===== config.mk =====
export PLATFORM = sky130hd
export DESIGN_NAME = rs_issue_queue
export DESIGN_NICKNAME = d
export VERILOG_FILES = /design/src/rtl/rs_issue_queue.sv
export SDC_FILE = /design/constraint.sdc
export NUM_CORES = 2
export LEC_CHECK = 0
export CELL_PAD_IN_SITES_DETAIL_PLACEMENT = 1
export CELL_PAD_IN_SITES_GLOBAL_PLACEMENT = 1
export CORE_ASPECT_RATIO = 1.2
export CORE_MARGIN = 4
export CORE_UTILIZATION = 49
export CTS_CLUSTER_DIAMETER = 80
export DETAILED_ROUTE_END_ITERATION = 12
export PLACE_DENSITY_LB_ADDON = 0.1
export SLEW_MARGIN = 20
export SYNTH_ARGS = -nofsm -noshare
export SYNTH_HDL_FRONTEND = slang
export SYNTH_SLANG_ARGS = --single-unit
export TNS_END_PERCENT = 100

===== constraint.sdc =====
create_clock -name clk_in -period 8.85 [get_ports clk_in]
set_clock_uncertainty 0.05 [all_clocks]
set_input_delay 2.655 -clock clk_in [delete_from_list [all_inputs] [get_ports clk_in]]
set_output_delay 2.655 -clock clk_in [all_outputs]
set_load 0.1 [all_outputs]

===== src/rtl/rs_issue_queue.sv =====
// rtl/rs_issue_queue.sv - reservation station: holds ALU ops, snoops the CDB for operands,
// issues the lowest-index ready entry through a registered port
module rs_issue_queue #(
  parameter int XLEN      = 32,
  parameter int ROB_WIDTH = 4,
  parameter int RS_LOG    = 3,
  parameter int CDB_CH    = 2
) (
  input  logic                        clk_in,
  input  logic                        rst_in,
  input  logic                        rdy_in,
  input  logic                        flush_in,
  input  logic                        dp_en,
  input  logic [6:0]                  dp_op,
  input  logic [3:0]                  dp_funct,
  input  logic [XLEN-1:0]             dp_pc,
  input  logic [ROB_WIDTH:0]          dp_qj,
  input  logic [ROB_WIDTH:0]          dp_qk,
  input  logic [XLEN-1:0]             dp_vj,
  input  logic [XLEN-1:0]             dp_vk,
  input  logic [XLEN-1:0]             dp_imm,
  input  logic [ROB_WIDTH-1:0]        dp_rob_idx,
  output logic                        rs_full,
  output logic [RS_LOG:0]             rs_count,
  input  logic [CDB_CH-1:0]           cdb_en,
  input  logic [CDB_CH*ROB_WIDTH-1:0] cdb_rob_idx,
  input  logic [CDB_CH*XLEN-1:0]      cdb_value,
  output logic                        alu_en,
  output logic [6:0]                  alu_op,
  output logic [3:0]                  alu_funct,
  output logic [XLEN-1:0]             alu_pc,
  output logic [XLEN-1:0]             alu_vj,
  output logic [XLEN-1:0]             alu_vk,
  output logic [XLEN-1:0]             alu_imm,
  output logic [ROB_WIDTH-1:0]        alu_rob_idx
);

  localparam int RS_DEPTH = 1 << RS_LOG;
  localparam logic [ROB_WIDTH:0] NON_DEP = {1'b1, {ROB_WIDTH{1'b0}}};

  // Returns {hit, value}; scanning downward lets the lowest channel win on multiple hits.
  function automatic logic [XLEN:0] snoop(
    input logic [ROB_WIDTH:0]          tag,
    input logic [CDB_CH-1:0]           en,
    input logic [CDB_CH*ROB_WIDTH-1:0] idx,
    input logic [CDB_CH*XLEN-1:0]      val
  );
    logic [XLEN:0] r;
    r = '0;
    for (int c = CDB_CH - 1; c >= 0; c--) begin
      if (!tag[ROB_WIDTH] && en[c] && (idx[c*ROB_WIDTH +: ROB_WIDTH] == tag[ROB_WIDTH-1:0]))
        r = {1'b1, val[c*XLEN +: XLEN]};
    end
    return r;
  endfunction

  logic [RS_DEPTH-1:0]  busy;
  logic [6:0]           op_q    [RS_DEPTH];
  logic [3:0]           funct_q [RS_DEPTH];
  logic [XLEN-1:0]      pc_q    [RS_DEPTH];
  logic [ROB_WIDTH:0]   qj_q    [RS_DEPTH];
  logic [ROB_WIDTH:0]   qk_q    [RS_DEPTH];
  logic [XLEN-1:0]      vj_q    [RS_DEPTH];
  logic [XLEN-1:0]      vk_q    [RS_DEPTH];
  logic [XLEN-1:0]      imm_q   [RS_DEPTH];
  logic [ROB_WIDTH-1:0] rob_q   [RS_DEPTH];

  logic [RS_DEPTH-1:0]  ready;
  logic [RS_LOG-1:0]    free_idx;
  logic [RS_LOG-1:0]    sel_idx;
  logic                 alloc;
  logic                 issue;
  logic [XLEN:0]        byp_j;
  logic [XLEN:0]        byp_k;
  logic [XLEN:0]        wake_j  [RS_DEPTH];
  logic [XLEN:0]        wake_k  [RS_DEPTH];

  always_comb begin
    ready    = '0;
    free_idx = '0;
    sel_idx  = '0;
    for (int i = RS_DEPTH - 1; i >= 0; i--) begin
      ready[i] = busy[i] && (qj_q[i] == NON_DEP) && (qk_q[i] == NON_DEP);
      if (!busy[i])
        free_idx = RS_LOG'(i);
      if (ready[i])
        sel_idx = RS_LOG'(i);
    end
  end

  // Full is judged on registered busy bits only, so a slot freed by issue waits a cycle.
  assign rs_full = &busy;
  assign alloc   = dp_en && !rs_full;
  assign issue   = |ready;
  assign byp_j   = snoop(dp_qj, cdb_en, cdb_rob_idx, cdb_value);
  assign byp_k   = snoop(dp_qk, cdb_en, cdb_rob_idx, cdb_value);

  for (genvar g = 0; g < RS_DEPTH; g++) begin : g_wake
    assign wake_j[g] = snoop(qj_q[g], cdb_en, cdb_rob_idx, cdb_value);
    assign wake_k[g] = snoop(qk_q[g], cdb_en, cdb_rob_idx, cdb_value);
  end

  always_ff @(posedge clk_in) begin
    if (rst_in) begin
      busy        <= '0;
      rs_count    <= '0;
      alu_en      <= 1'b0;
      alu_op      <= '0;
      alu_funct   <= '0;
      alu_pc      <= '0;
      alu_vj      <= '0;
      alu_vk      <= '0;
      alu_imm     <= '0;
      alu_rob_idx <= '0;
    end else if (rdy_in) begin
      if (flush_in) begin
        busy     <= '0;
        rs_count <= '0;
        alu_en   <= 1'b0;
      end else begin
        for (int i = 0; i < RS_DEPTH; i++) begin
          if (busy[i] && wake_j[i][XLEN]) begin
            qj_q[i] <= NON_DEP;
            vj_q[i] <= wake_j[i][XLEN-1:0];
          end
          if (busy[i] && wake_k[i][XLEN]) begin
            qk_q[i] <= NON_DEP;
            vk_q[i] <= wake_k[i][XLEN-1:0];
          end
        end

        alu_en <= issue;
        if (issue) begin
          busy[sel_idx] <= 1'b0;
          alu_op        <= op_q[sel_idx];
          alu_funct     <= funct_q[sel_idx];
          alu_pc        <= pc_q[sel_idx];
          alu_vj        <= vj_q[sel_idx];
          alu_vk        <= vk_q[sel_idx];
          alu_imm       <= imm_q[sel_idx];
          alu_rob_idx   <= rob_q[sel_idx];
        end

        // free_idx is never busy, so it cannot collide with the issuing slot.
        if (alloc) begin
          busy[free_idx]    <= 1'b1;
          op_q[free_idx]    <= dp_op;
          funct_q[free_idx] <= dp_funct;
          pc_q[free_idx]    <= dp_pc;
          imm_q[free_idx]   <= dp_imm;
          rob_q[free_idx]   <= dp_rob_idx;
          qj_q[free_idx]    <= byp_j[XLEN] ? NON_DEP : dp_qj;
          vj_q[free_idx]    <= byp_j[XLEN] ? byp_j[XLEN-1:0] : dp_vj;
          qk_q[free_idx]    <= byp_k[XLEN] ? NON_DEP : dp_qk;
          vk_q[free_idx]    <= byp_k[XLEN] ? byp_k[XLEN-1:0] : dp_vk;
        end

        rs_count <= rs_count + (RS_LOG+1)'(alloc) - (RS_LOG+1)'(issue);
      end
    end
  end

endmodule


; ---- Word level (Yosys, flattened, before mapping)
; Memories as Yosys holds them, arrays and structs flattened. A register that Yosys moved wholly into a read port is not among the register bits.
; Index checks and enable logic that the tools add are counted.
[word_totals]
reg_bits = 13
latchBits = 0
ramBits = 1224
romBits = 0
inputBits = 232
output_inout_bits = 149
memories = 9
[classes]
n_addsub = 2
n_mul = 0
div_mod_pow = 0
n_lt_le_gt_ge = 4
n_eq_ne = 52
shifts = 0
n_mux = 153
bitwise = 4
reduce_logical = 129
[memory_table]
columns = memory, depth, width, rd, rd_clocked_by_memory_dff, wr, line_no
row1 = imm_q, 8, 32, 1, 1, 1, 65  ; logic [XLEN-1:0] imm_q [RS_DEPTH];
row2 = pc_q, 8, 32, 1, 1, 1, 60  ; logic [XLEN-1:0] pc_q [RS_DEPTH];
row3 = vj_q, 8, 32, 1, 1, 9, 63  ; logic [XLEN-1:0] vj_q [RS_DEPTH];
row4 = vk_q, 8, 32, 1, 1, 9, 64  ; logic [XLEN-1:0] vk_q [RS_DEPTH];
row5 = op_q, 8, 7, 1, 1, 1, 58  ; logic [6:0] op_q [RS_DEPTH];
row6 = qj_q, 8, 5, 8, 0, 9, 61  ; logic [ROB_WIDTH:0] qj_q [RS_DEPTH];
row7 = +3 memories, --, --, --, --, --, --
[op_table]
columns = op, count
row1 = 33-bit two-way mux, 36
row2 = 4-bit equality test, 36
row3 = 1-bit logical AND, 107
row4 = 1-bit two-way mux, 88
row5 = 5-bit equality test (second input constant), 16
row6 = 32-bit two-way mux, 2
row7 = 3-bit two-way mux, 16
row8 = 8-bit two-way mux, 6
row9 = 1-bit zero test, 19
row10 = 5-bit two-way mux, 2
row11 = 8-bit AND, 1
row12 = 3-bit by 4-bit < comparator with 1-bit output (second input constant), 2
row13 = 8-bit inverter, 1
row14 = 8-bit OR, 1
row15 = 8-bit AND reduction, 1
row16 = 8-bit OR reduction, 1
row17 = 1-bit demux with 3-bit select, 2
row18 = 3-bit by 1-bit >= comparator with 1-bit output (second input constant), 2
row19 = 4-bit by 1-bit adder with 4-bit output, 1
row20 = 4-bit two-way mux, 1
row21 = 4-bit by 1-bit subtractor with 4-bit output, 1
row22 = 3-bit AND reduction, 1
row23 = 1-bit inverter, 1

; ---- Logic depth before layout (Yosys ltp)
[depth]
ltp_word = 24
mapped_depth = 15

; ---- Worst setup path after synthesis
; OpenSTA, ideal clock, no wires.
[synth_timing]
path_type = in2reg
from = input cdb_rob_idx[0]
to = memory qk_q[6][0] in the netlist's numbering, enable pin
setup_time_ns = 0.483
t_arrival_ns = 6.687
slack_ns = 1.630
stages = 8
n_path_buf = 3
path_cell_list = buf_2 -> clkbuf_1 -> a22oi_1 -> o2111ai_1 -> a211oi_2 -> a41oi_1 -> buf_1 -> o21ai_0
[synth_lines]
columns = item, line_no
row1 = "start, declared", 26  ; input logic [CDB_CH*ROB_WIDTH-1:0] cdb_rob_idx,
row2 = "end, declared", 62  ; logic [ROB_WIDTH:0] qk_q [RS_DEPTH];

==> flow_metrics.py <==
metrics = {
    "die": {
        "floorplan.rows": 147,
        "io_pins": 381,
        "start_util_pct": 49.3,
        "die_w_um": 343,
        "die_h_um": 410,
        "core_area_mm2": 0.134,
        "die_area_mm2": 0.140,
    },
    "route": {
        "detail-route-antenna-nets": 0,
        "avgViaCountPerCell": 7.12,
        "vias": 52900,
        "drt_iter0_drc": 6593,
        "dr_wl_met3_mm": 28.4,
        "wl_met1_mm": 99.1,
        "wirelength_mm": 267,
        "wl_met2_mm": 123,
        "maxUsedRoutingLayer": "met5",
        "wl_per_cell_um": 36.0,
        "dr.pass1.iters": 8,
        "drc": 0,
    },
    "sta": {
        "grt_setup_unrepaired": "no",
        "max_slew_margin_pct": 17.9,
        "finalCritPeriodShare_pct": 73.2,
        "fin_setup_tns_ps": 0,
        "hold_viol": 0,
        "setup_viol": 0,
        "maxSlewViolCount": 0,
        "max_freq_ghz": 0.154,
        "fin_crit_ps": 6480,
        "tightest_slew_ps": 1230,
    },
    "pwr": {
        "power.density_mw_per_mm2": 184,
        "vdd_drop_max_uv": 200,
        "total_power_mw": 14.0,
        "p_leak_nw": 25.3,
    },
    "min_path": {
        "worstHoldPathType": "flip-flop to flip-flop",
        "holdPathStages": 2,
        "min_to": "rs_count[2]",
        "worstHoldStart": "rs_count[2]",
    },
    "global_route": {
        "grt_pass1_vias": 54900,
        "grt_max_degree": 123,
        "gr-total-overflow": 0,
        "grt_pass1_wl_mm": 383,
        "grt.total_usage_pct": 37.3,
        "grt_antenna_before_repair": 8,
    },
    "synthesis": {
        "synthArstFlopShare_pct": 0,
        "synth_area_mm2": 0.0659,
        "syn_nets": 5664,
        "ys_types": 77,
        "synth.largest_area_cell": "edfxtp_1",
        "avgSynthCellArea_um2": 12.1,
        "ys_seq_area_share_pct": 60.5,
        "yosysWarnings": 0,
        "synth-edff-count": 1224,
        "synth-main-ff-cell": "edfxtp_1",
        "netlist_instances": 5427,
        "synth.top_cells.by_area": "edfxtp_1 (56%), mux2i_1 (7.4%), dfxtp_1 (4.7%)",
        "ys_ff_latch": 1380,
        "synth_top_area_share_pct": 55.8,
    },
    "clocking": {
        "cts_max_path_buffers": 3,
        "cts_buffers": 147,
        "cts_root_buffer": "clkbuf_16",
        "ctsResizeCount": 0,
        "cts_tree": "built",
        "clk_latency_ps": 810,
        "numClockSinks": 1380,
        "cts_setup_buffers": 0,
        "ctsHoldBuffers": 0,
        "htree_levels": 4,
        "clkSlewWorstSetupHoldPaths_ps": 70,
    },
    "setup_path": {
        "reg2reg_slack_ps": 4100,
        "r2r-end": "alu_vk[28]",
        "crit_path_max_fanout": 31,
        "start_kind": "input port",
        "reg2regPathDepth": 9,
        "worstSetupPathType": "input port to flip-flop",
        "end_kind": "flip-flop",
        "critPathRequiredTime_ps": 9300,
        "reg2reg_from": "qj_q[7][0]",
        "critPathArrivalTime_ps": 6920,
    },
    "cells_and_area": {
        "final_nets": 5750,
        "fill_cells": 13400,
        "area_growth_pct": 15.4,
        "drive_gt1_share_pct": 10.0,
        "layout_common_cells": "edfxtp_1 (1224), mux2i_1 (490), a21oi_1 (424)",
        "mostFrequentLayoutCell": "edfxtp_1",
    },
    "placed_design": {
        "routabilityCongestion": 0.889,
        "numPortBuffers": 380,
        "hpwlAfterDp_mm": 153,
    },
    "outcome": {
        "status": "completed",
    },
    "flow_run": {
        "maxCapViolCount": 0,
    },
}
synthesized netlist by cell type (53+ instances only):
cell type,instances
a22o_1,90
nand2_1,236
nand3_1,53
nor3_1,128
o21ai_0,255
a22oi_1,60
edfxtp_1,1224
xnor2_1,57
a221oi_1,350
mux2i_1,490
clkbuf_1,444
or3_1,237
o22ai_1,164
a21oi_1,425
mux2_2,61
inv_1,74
dfxtp_1,156
buf_2,114
nor2_1,283
registers in the layout, summed over array words and instances (netlist names), 32 cells and up:
name,flops
rob_q,32
op_q,56
qk_q,40
vj_q,256
alu_vk,32
alu_imm,32
imm_q,256
pc_q,256
qj_q,40
alu_vj,32
vk_q,256
funct_q,32
alu_pc,32
how the worst max path moves through the flow:
stage	startpoint	to	slack [ps]	cells past startpoint
floorplan	cdb_rob_idx[0]	qk_q[6][0]	1630	8
global placement	rdy_in	vk_q[2][3]	1970	8
detailed placement	cdb_rob_idx[1]	vj_q[2][23]	1840	8
CTS	cdb_rob_idx[1]	vj_q[2][27]	2660	8
global route	cdb_rob_idx[1]	vj_q[2][27]	2380	8
finish	cdb_rob_idx[1]	vj_q[2][27]	2370	8
critical path, stage by stage:
cell and delay [ps]:
clkdlybuf4s50_1 990, inv_1 700, o211ai_1 390, nor3_1 70
and2_2 200, a41oi_1 710, or2_2 920, o22ai_1 260
logic make-up (layout without fill, tap and decap cells):
family                     after synthesis  in the layout  share of synthesized area (%)
AOI/OAI and AO/OA                     1628           1628                           17.0
xor gates and xnor gates               104            104                           1.38
muxes                                  554            554                           8.54
DFF                                   1380           1380                           60.5
other                                    0              7                              0
and+or+nand+nor                       1077           1077                           8.19
buffers and inverters                  679            889                           4.22
adders and majority gates                5              5                          0.106
cell type report:
cell class,instances,area [um^2],area share [%]
Antenna cell,7,17.5,0.0230
Clock buffer,210,4160,5.47
Clock inverter,63,582,0.765
Inverter,79,342,0.449
Multi-Input combinational cell,3368,23700,31.2
Sequential cell,1380,39900,52.5
Tap cell,1788,2240,2.94
Timing Repair Buffer,537,5100,6.71
report_power, final:
part	switching (mW)	internal [mW]
Sequential	0.00739	7.07
Combinational	0.529	0.246
Clock	2.68	3.49
per-stage QoR:
| stage | hold WS, ps | utilization (%) | area [um^2] | cells | setup WS [ps] |
|---|---|---|---|---|---|
| final | 443 | 56.9 | 76000 | 7432 | 2370 |
| after global routing | 488 | 56.8 | 76000 | 7427 | 2380 |
| after CTS | 449 | 56.8 | 76000 | 7425 | 2660 |
| after detailed placement | 436 | 53.3 | 71300 | 7152 | 1840 |
| after floorplan | 419 | - | 65900 | 5427 | 1630 |
| after global placement | 411 | 53.3 | 71200 | 7150 | 1970 |
routing by layer:
| metal | GRT usage [%] | up-vias |
|---|---|---|
| li1 | - | 21400 |
| met1 | 47.6 | 27100 |
| met2 | 59.4 | 3541 |
| met3 | 8.04 | 847 |
| met4 | 20.2 | 10 |
| met5 | 0 | - |
No activity file was read; power rests on OpenSTA's default activity.
